==> src/rtl/alu_pkg.sv <==
// Shared definitions for simple_alu and its upstream command sequencer.
// Opcode encodings must stay in step with simple_alu's decoder.
package alu_pkg;

  // Default operand/result width shared by the ALU and the sequencer
  localparam int ALU_DATA_WIDTH = 8;

  // Two-bit opcodes, sent LSB first over the ALU's serial opcode line
  localparam logic [1:0] OP_ADD  = 2'b00;
  localparam logic [1:0] OP_SUB  = 2'b01;
  localparam logic [1:0] OP_PAR  = 2'b10;
  localparam logic [1:0] OP_COMP = 2'b11;

  // Sequencer control states
  typedef enum logic [2:0] {
    STARTUP   = 3'd0,
    IDLE      = 3'd1,
    SEND_OP0  = 3'd2,
    SEND_OP1A = 3'd3,
    SEND_B    = 3'd4,
    WAIT_DONE = 3'd5,
    RESP      = 3'd6
  } seq_state_e;

endpackage

==> src/rtl/alu_cmd_sequencer.sv <==
// Upstream driver for simple_alu.
// Takes a parallel {op, A, B} command on a valid/ready port, plays it out
// over the ALU's three-beat opcode_valid/opcode/data protocol, waits for the
// ALU's done pulse and hands {result, overflow} back on a valid/ready
// response port. A watchdog turns a missing done into a timeout response so
// the host side can never lock up.
module alu_cmd_sequencer
  import alu_pkg::*;
#(
  parameter int DATA_WIDTH = ALU_DATA_WIDTH,
  parameter int TIMEOUT    = 16,
  parameter int CNT_W      = 5
) (
  input  logic                  clk,
  input  logic                  reset_n,

  // Host command port
  input  logic                  cmd_valid,
  output logic                  cmd_ready,
  input  logic [1:0]            cmd_op,
  input  logic [DATA_WIDTH-1:0] cmd_a,
  input  logic [DATA_WIDTH-1:0] cmd_b,

  // Host response port
  output logic                  rsp_valid,
  input  logic                  rsp_ready,
  output logic [DATA_WIDTH-1:0] rsp_result,
  output logic                  rsp_overflow,
  output logic                  rsp_timeout,

  // simple_alu side
  output logic                  alu_opcode_valid,
  output logic                  alu_opcode,
  output logic [DATA_WIDTH-1:0] alu_data,
  input  logic                  alu_done,
  input  logic [DATA_WIDTH-1:0] alu_result,
  input  logic                  alu_overflow
);

  // Last WAIT_DONE count before the watchdog gives up; WAIT_DONE therefore
  // lasts at most TIMEOUT cycles.
  localparam logic [CNT_W-1:0] WD_LAST = CNT_W'(TIMEOUT - 1);

  seq_state_e            state;
  logic [1:0]            op_q;
  logic [DATA_WIDTH-1:0] a_q;
  logic [DATA_WIDTH-1:0] b_q;
  logic [CNT_W-1:0]      wd_cnt;

  // Control FSM with all host- and ALU-facing outputs registered alongside the state
  always_ff @(posedge clk) begin
    if (!reset_n) begin
      state            <= STARTUP;
      op_q             <= '0;
      a_q              <= '0;
      b_q              <= '0;
      wd_cnt           <= '0;
      cmd_ready        <= 1'b0;
      rsp_valid        <= 1'b0;
      rsp_result       <= '0;
      rsp_overflow     <= 1'b0;
      rsp_timeout      <= 1'b0;
      alu_opcode_valid <= 1'b0;
      alu_opcode       <= 1'b0;
      alu_data         <= '0;
    end else begin
      case (state)
        // One idle cycle so the ALU can leave its own reset state first
        STARTUP: begin
          state     <= IDLE;
          cmd_ready <= 1'b1;
        end

        // Latch the whole command; the host is free to change its inputs
        // while the operands are being serialised.
        IDLE: begin
          if (cmd_valid && cmd_ready) begin
            op_q             <= cmd_op;
            a_q              <= cmd_a;
            b_q              <= cmd_b;
            cmd_ready        <= 1'b0;
            alu_opcode_valid <= 1'b1;
            alu_opcode       <= cmd_op[0];
            alu_data         <= '0;
            state            <= SEND_OP0;
          end
        end

        // Beat 1 on the wire: opcode bit 0, no data
        SEND_OP0: begin
          alu_opcode_valid <= 1'b1;
          alu_opcode       <= op_q[1];
          alu_data         <= a_q;
          state            <= SEND_OP1A;
        end

        // Beat 2 on the wire: opcode bit 1 together with operand A
        SEND_OP1A: begin
          alu_opcode_valid <= 1'b1;
          alu_opcode       <= 1'b0;
          alu_data         <= b_q;
          state            <= SEND_B;
        end

        // Beat 3 on the wire: operand B; arm the watchdog for the wait
        SEND_B: begin
          alu_opcode_valid <= 1'b0;
          alu_opcode       <= 1'b0;
          alu_data         <= '0;
          wd_cnt           <= '0;
          state            <= WAIT_DONE;
        end

        // done is checked before the watchdog so a done that lands on the
        // final count still yields a normal response.
        WAIT_DONE: begin
          if (alu_done) begin
            rsp_result   <= alu_result;
            rsp_overflow <= alu_overflow;
            rsp_timeout  <= 1'b0;
            rsp_valid    <= 1'b1;
            state        <= RESP;
          end else if (wd_cnt == WD_LAST) begin
            rsp_result   <= '0;
            rsp_overflow <= 1'b0;
            rsp_timeout  <= 1'b1;
            rsp_valid    <= 1'b1;
            state        <= RESP;
          end else begin
            wd_cnt <= wd_cnt + CNT_W'(1);
          end
        end

        // Payload is frozen until the host takes it. Any alu_done seen here
        // (a late one after a timeout) is simply not looked at.
        RESP: begin
          if (rsp_valid && rsp_ready) begin
            rsp_valid <= 1'b0;
            cmd_ready <= 1'b1;
            state     <= IDLE;
          end
        end

        // Unused encoding: park safely in IDLE with the ALU lines quiet
        default: begin
          state            <= IDLE;
          cmd_ready        <= 1'b1;
          rsp_valid        <= 1'b0;
          alu_opcode_valid <= 1'b0;
          alu_opcode       <= 1'b0;
          alu_data         <= '0;
        end
      endcase
    end
  end

endmodule

==> config.mk <==
export PLATFORM = sky130hd
export DESIGN_NAME = alu_cmd_sequencer
export DESIGN_NICKNAME = d
export VERILOG_FILES = /design/src/rtl/alu_pkg.sv /design/src/rtl/alu_cmd_sequencer.sv
export SDC_FILE = /design/constraint.sdc
export NUM_CORES = 1
export LEC_CHECK = 0
export ABC_AREA = 1
export CORE_MARGIN = 2
export CORE_UTILIZATION = 41
export DETAILED_ROUTE_END_ITERATION = 8
export PLACE_DENSITY_LB_ADDON = 0.12
export SLEW_MARGIN = 30
export SYNTH_ARGS = -nofsm -noshare
export SYNTH_HDL_FRONTEND = slang
export SYNTH_SLANG_ARGS = --single-unit
export TNS_END_PERCENT = 5
==> constraint.sdc <==
create_clock -name clk -period 1.8 [get_ports clk]
set_input_delay 0.36 -clock clk [delete_from_list [all_inputs] [get_ports clk]]
set_output_delay 0.36 -clock clk [all_outputs]
set_load 0.02 [all_outputs]
==> flow_summary.ini <==
[logic_synthesis]
yosysWarnings = 0
yosysUniqueCellTypes = 23
yosysSeqAreaShare_pct = 43.12
syn_nets = 347
syn_inst = 311
synth_seq_cells = 47
synth_area_um2 = 2182
synth.avg_cell_area_um2 = 7.016

[floorplanning]
core_area_um2 = 5107
design.die.area_um2 = 5922
start_util_pct = 42.72
rows = 26
ioPinCount = 54
fp.dieH_um = 76.96
chipWidth_um = 76.96

[final_layout]
multiInputGateArea_um2 = 1087
diodes = 0
mostFrequentLayoutCells = 74 x nor2_1, 67 x nand2_1, 53 x clkdlybuf4s50_1
drive_gt1_share_pct = 8.743
n_fill_cell = 511
nNetsFinal = 401
seqCellArea_um2 = 940.9
final-instance-count-excl-fill = 436
final_common_cell = nor2_1
areaGrowthSynthToFinish_pct = 32.80

[worst_setup_path]
max_stage_delay_ps = 330
start_kind = register
worstPathMaxFanout = 7
slowest_stage = dfxtp_1
crit_start = wd_cnt[0]
path_class = reg -> reg
r2r-start = wd_cnt[0]
endpoint_kind = register
cp_data_required_time_ps = 1990
path_cells = ha_1, nand2_1, nor2_1, ha_1, nor2_1, nand3_1, nand2_2, inv_2, a21oi_1, nor2_1
path_common_cell = nor2_1
critPathArrivalTime_ps = 1840

[sta]
slew_viol_final = 0
skew_ps = 3.057
setup_viol = 0
fmax_mhz = 607.0
tightestPinTransition_ps = 398.5
min_period_ps = 1648
finalCritPeriodShare_pct = 91.53
setup_ws_ps = 152.4
finalHoldViolCount = 0
maxSlewHeadroom_pct = 73.40
tns_ps = 0
rsz0062_at_grt = no

[power]
clkPwrFrac_pct = 18.2
p_per_area_nw_per_um2 = 1326
total_power_uw = 3844
ir_worst_vdd_uv = 541.1
seqPwrFrac_pct = 36.0
intPower_uw = 2271
p_leak_uw = 0.001226
p_switching_uw = 1572
swShare_pct = 40.91
power_frac_comb_pct = 45.7

[min_path]
hold_class = reg -> reg
min-delay-start = rsp_result[0]

[place]
place_ws_ps = 92.93
portBuffers = 53
hpwl_um = 3506
dp.cells = 428
gp_congestion = 0.8128

[routing]
finalWirelength_um = 4884
viasPerCell = 4.732
drt_iter0_drc = 130
drc = 0
firstDrtPassIters = 4
ant_nets = 0
wl_per_cell_um = 11.20
routed-via-count = 2063

[clock_network]
holdBufCountCts = 0
cts_buffer_depth = 2
clock_latency_ps = 300
cts_made_buffers = 5
clk_pin_slew_ps = 80
cts_sinks = 47
htreeDepth = 2
cts_root_buffer = clkbuf_8
cts_tree = done

[grt]
overflow = 0
grt_max_degree = 32
grt_pass1_wl_um = 8362
first_global_vias = 1792
grt_usage_pct = 17.35
antenna_found_initial = 0

[status]
status = finished clean

[flow_run]
drv_cap = 0
[cells in the mapped netlist, drive strengths merged]
cell type	n	area share, %
nor2	79	15
nand2	69	12
dfxtp	47	43
o21ai	24	5.5
inv	20	3.4
a21oi	19	4.4
nand4	18	5.2
nand3	14	4.2
buf	10	3.0
clkbuf	4	0.69
ha	4	2.3
o21bai	2	0.69
nor3	1	0.23
[per-stage QoR]
stage | cell area, um^2 | hold slack [ps] | utilization (%)
finish | 2898 | 461.2 | 56.74
global route | 2898 | 491.2 | 56.74
global placement | 2791 | 446.9 | 54.65
CTS | 2895 | 466.6 | 56.69
floorplan | 2182 | 458.6 | -
detailed placement | 2791 | 452.3 | 54.65
[registers in the layout (all words and copies together) (netlist names)]
register          cells
a_q                   8
alu_data              8
alu_opcode            1
alu_opcode_valid      1
b_q                   8
cmd_ready             1
op_q                  1
rsp_overflow          1
rsp_result            8
rsp_timeout           1
rsp_valid             1
state                 3
wd_cnt                5
[power groups by stage]
stage | clock [uW] | sequential [uW] | combinational, uW
floorplan | 0 | 1480 | 1220
detailed placement | 0 | 1410 | 1750
CTS | 732 | 1390 | 1760
global placement | 0 | 1400 | 1740
finish | 700 | 1390 | 1760
global route | 769 | 1410 | 1990
[per-layer routing]
layer  share of wire (%)  global-route usage [%]  up-vias  wire, um
met1                  52                   24.56      903      2523
met3                 3.6                   4.588        6       176
met2                  43                   25.44       40      2120
li1                    -                       -     1114         -
met4                 1.3                   5.818        0        63
met5                   0                       0        -         0
[final timing paths]
kind | end | slack, ps | cells after the start
setup / recovery | wd_cnt[0] | 150 | 10
hold / removal | rsp_result[0] | 460 | 2
setup reg to reg | wd_cnt[0] | 150 | 10
hold reg to reg | rsp_result[0] | 460 | 2
[layout make-up]
type,instances,share of cell area (%)
Clock buffer,7,3.325
Clock inverter,1,0.2591
Inverter,20,2.591
Multi-Input combinational cell,230,37.52
Sequential cell,47,32.47
Tap cell,70,3.022
Timing Repair Buffer,61,20.81
[cells by family (layout without fill, tap and decap cells)]
kind of cell	count (synthesis)	in the layout	synth area share [%]
simple gates	181	181	36.87
flops	47	47	43.12
fa+ha+maj	4	4	2.294
buf+inv	34	89	7.167
compound gates	45	45	10.55
[timing repair]
action	CTS	global route
buffers inserted	0	0
endpoints found under the hold margin	0	0
setup endpoints to repair	0	3
resized for setup	0	1
[critical path: cells and delay by family (launching register included)]
family | cells | cell delay (ps)
flip-flops | 1 | 330
buffers and inverters | 1 | 60
AND/OR/NAND/NOR | 6 | 640
adder cells (fa/ha/maj) | 2 | 390
AO/OA/AOI/OAI | 1 | 120
(Power assumes the default switching activity.)
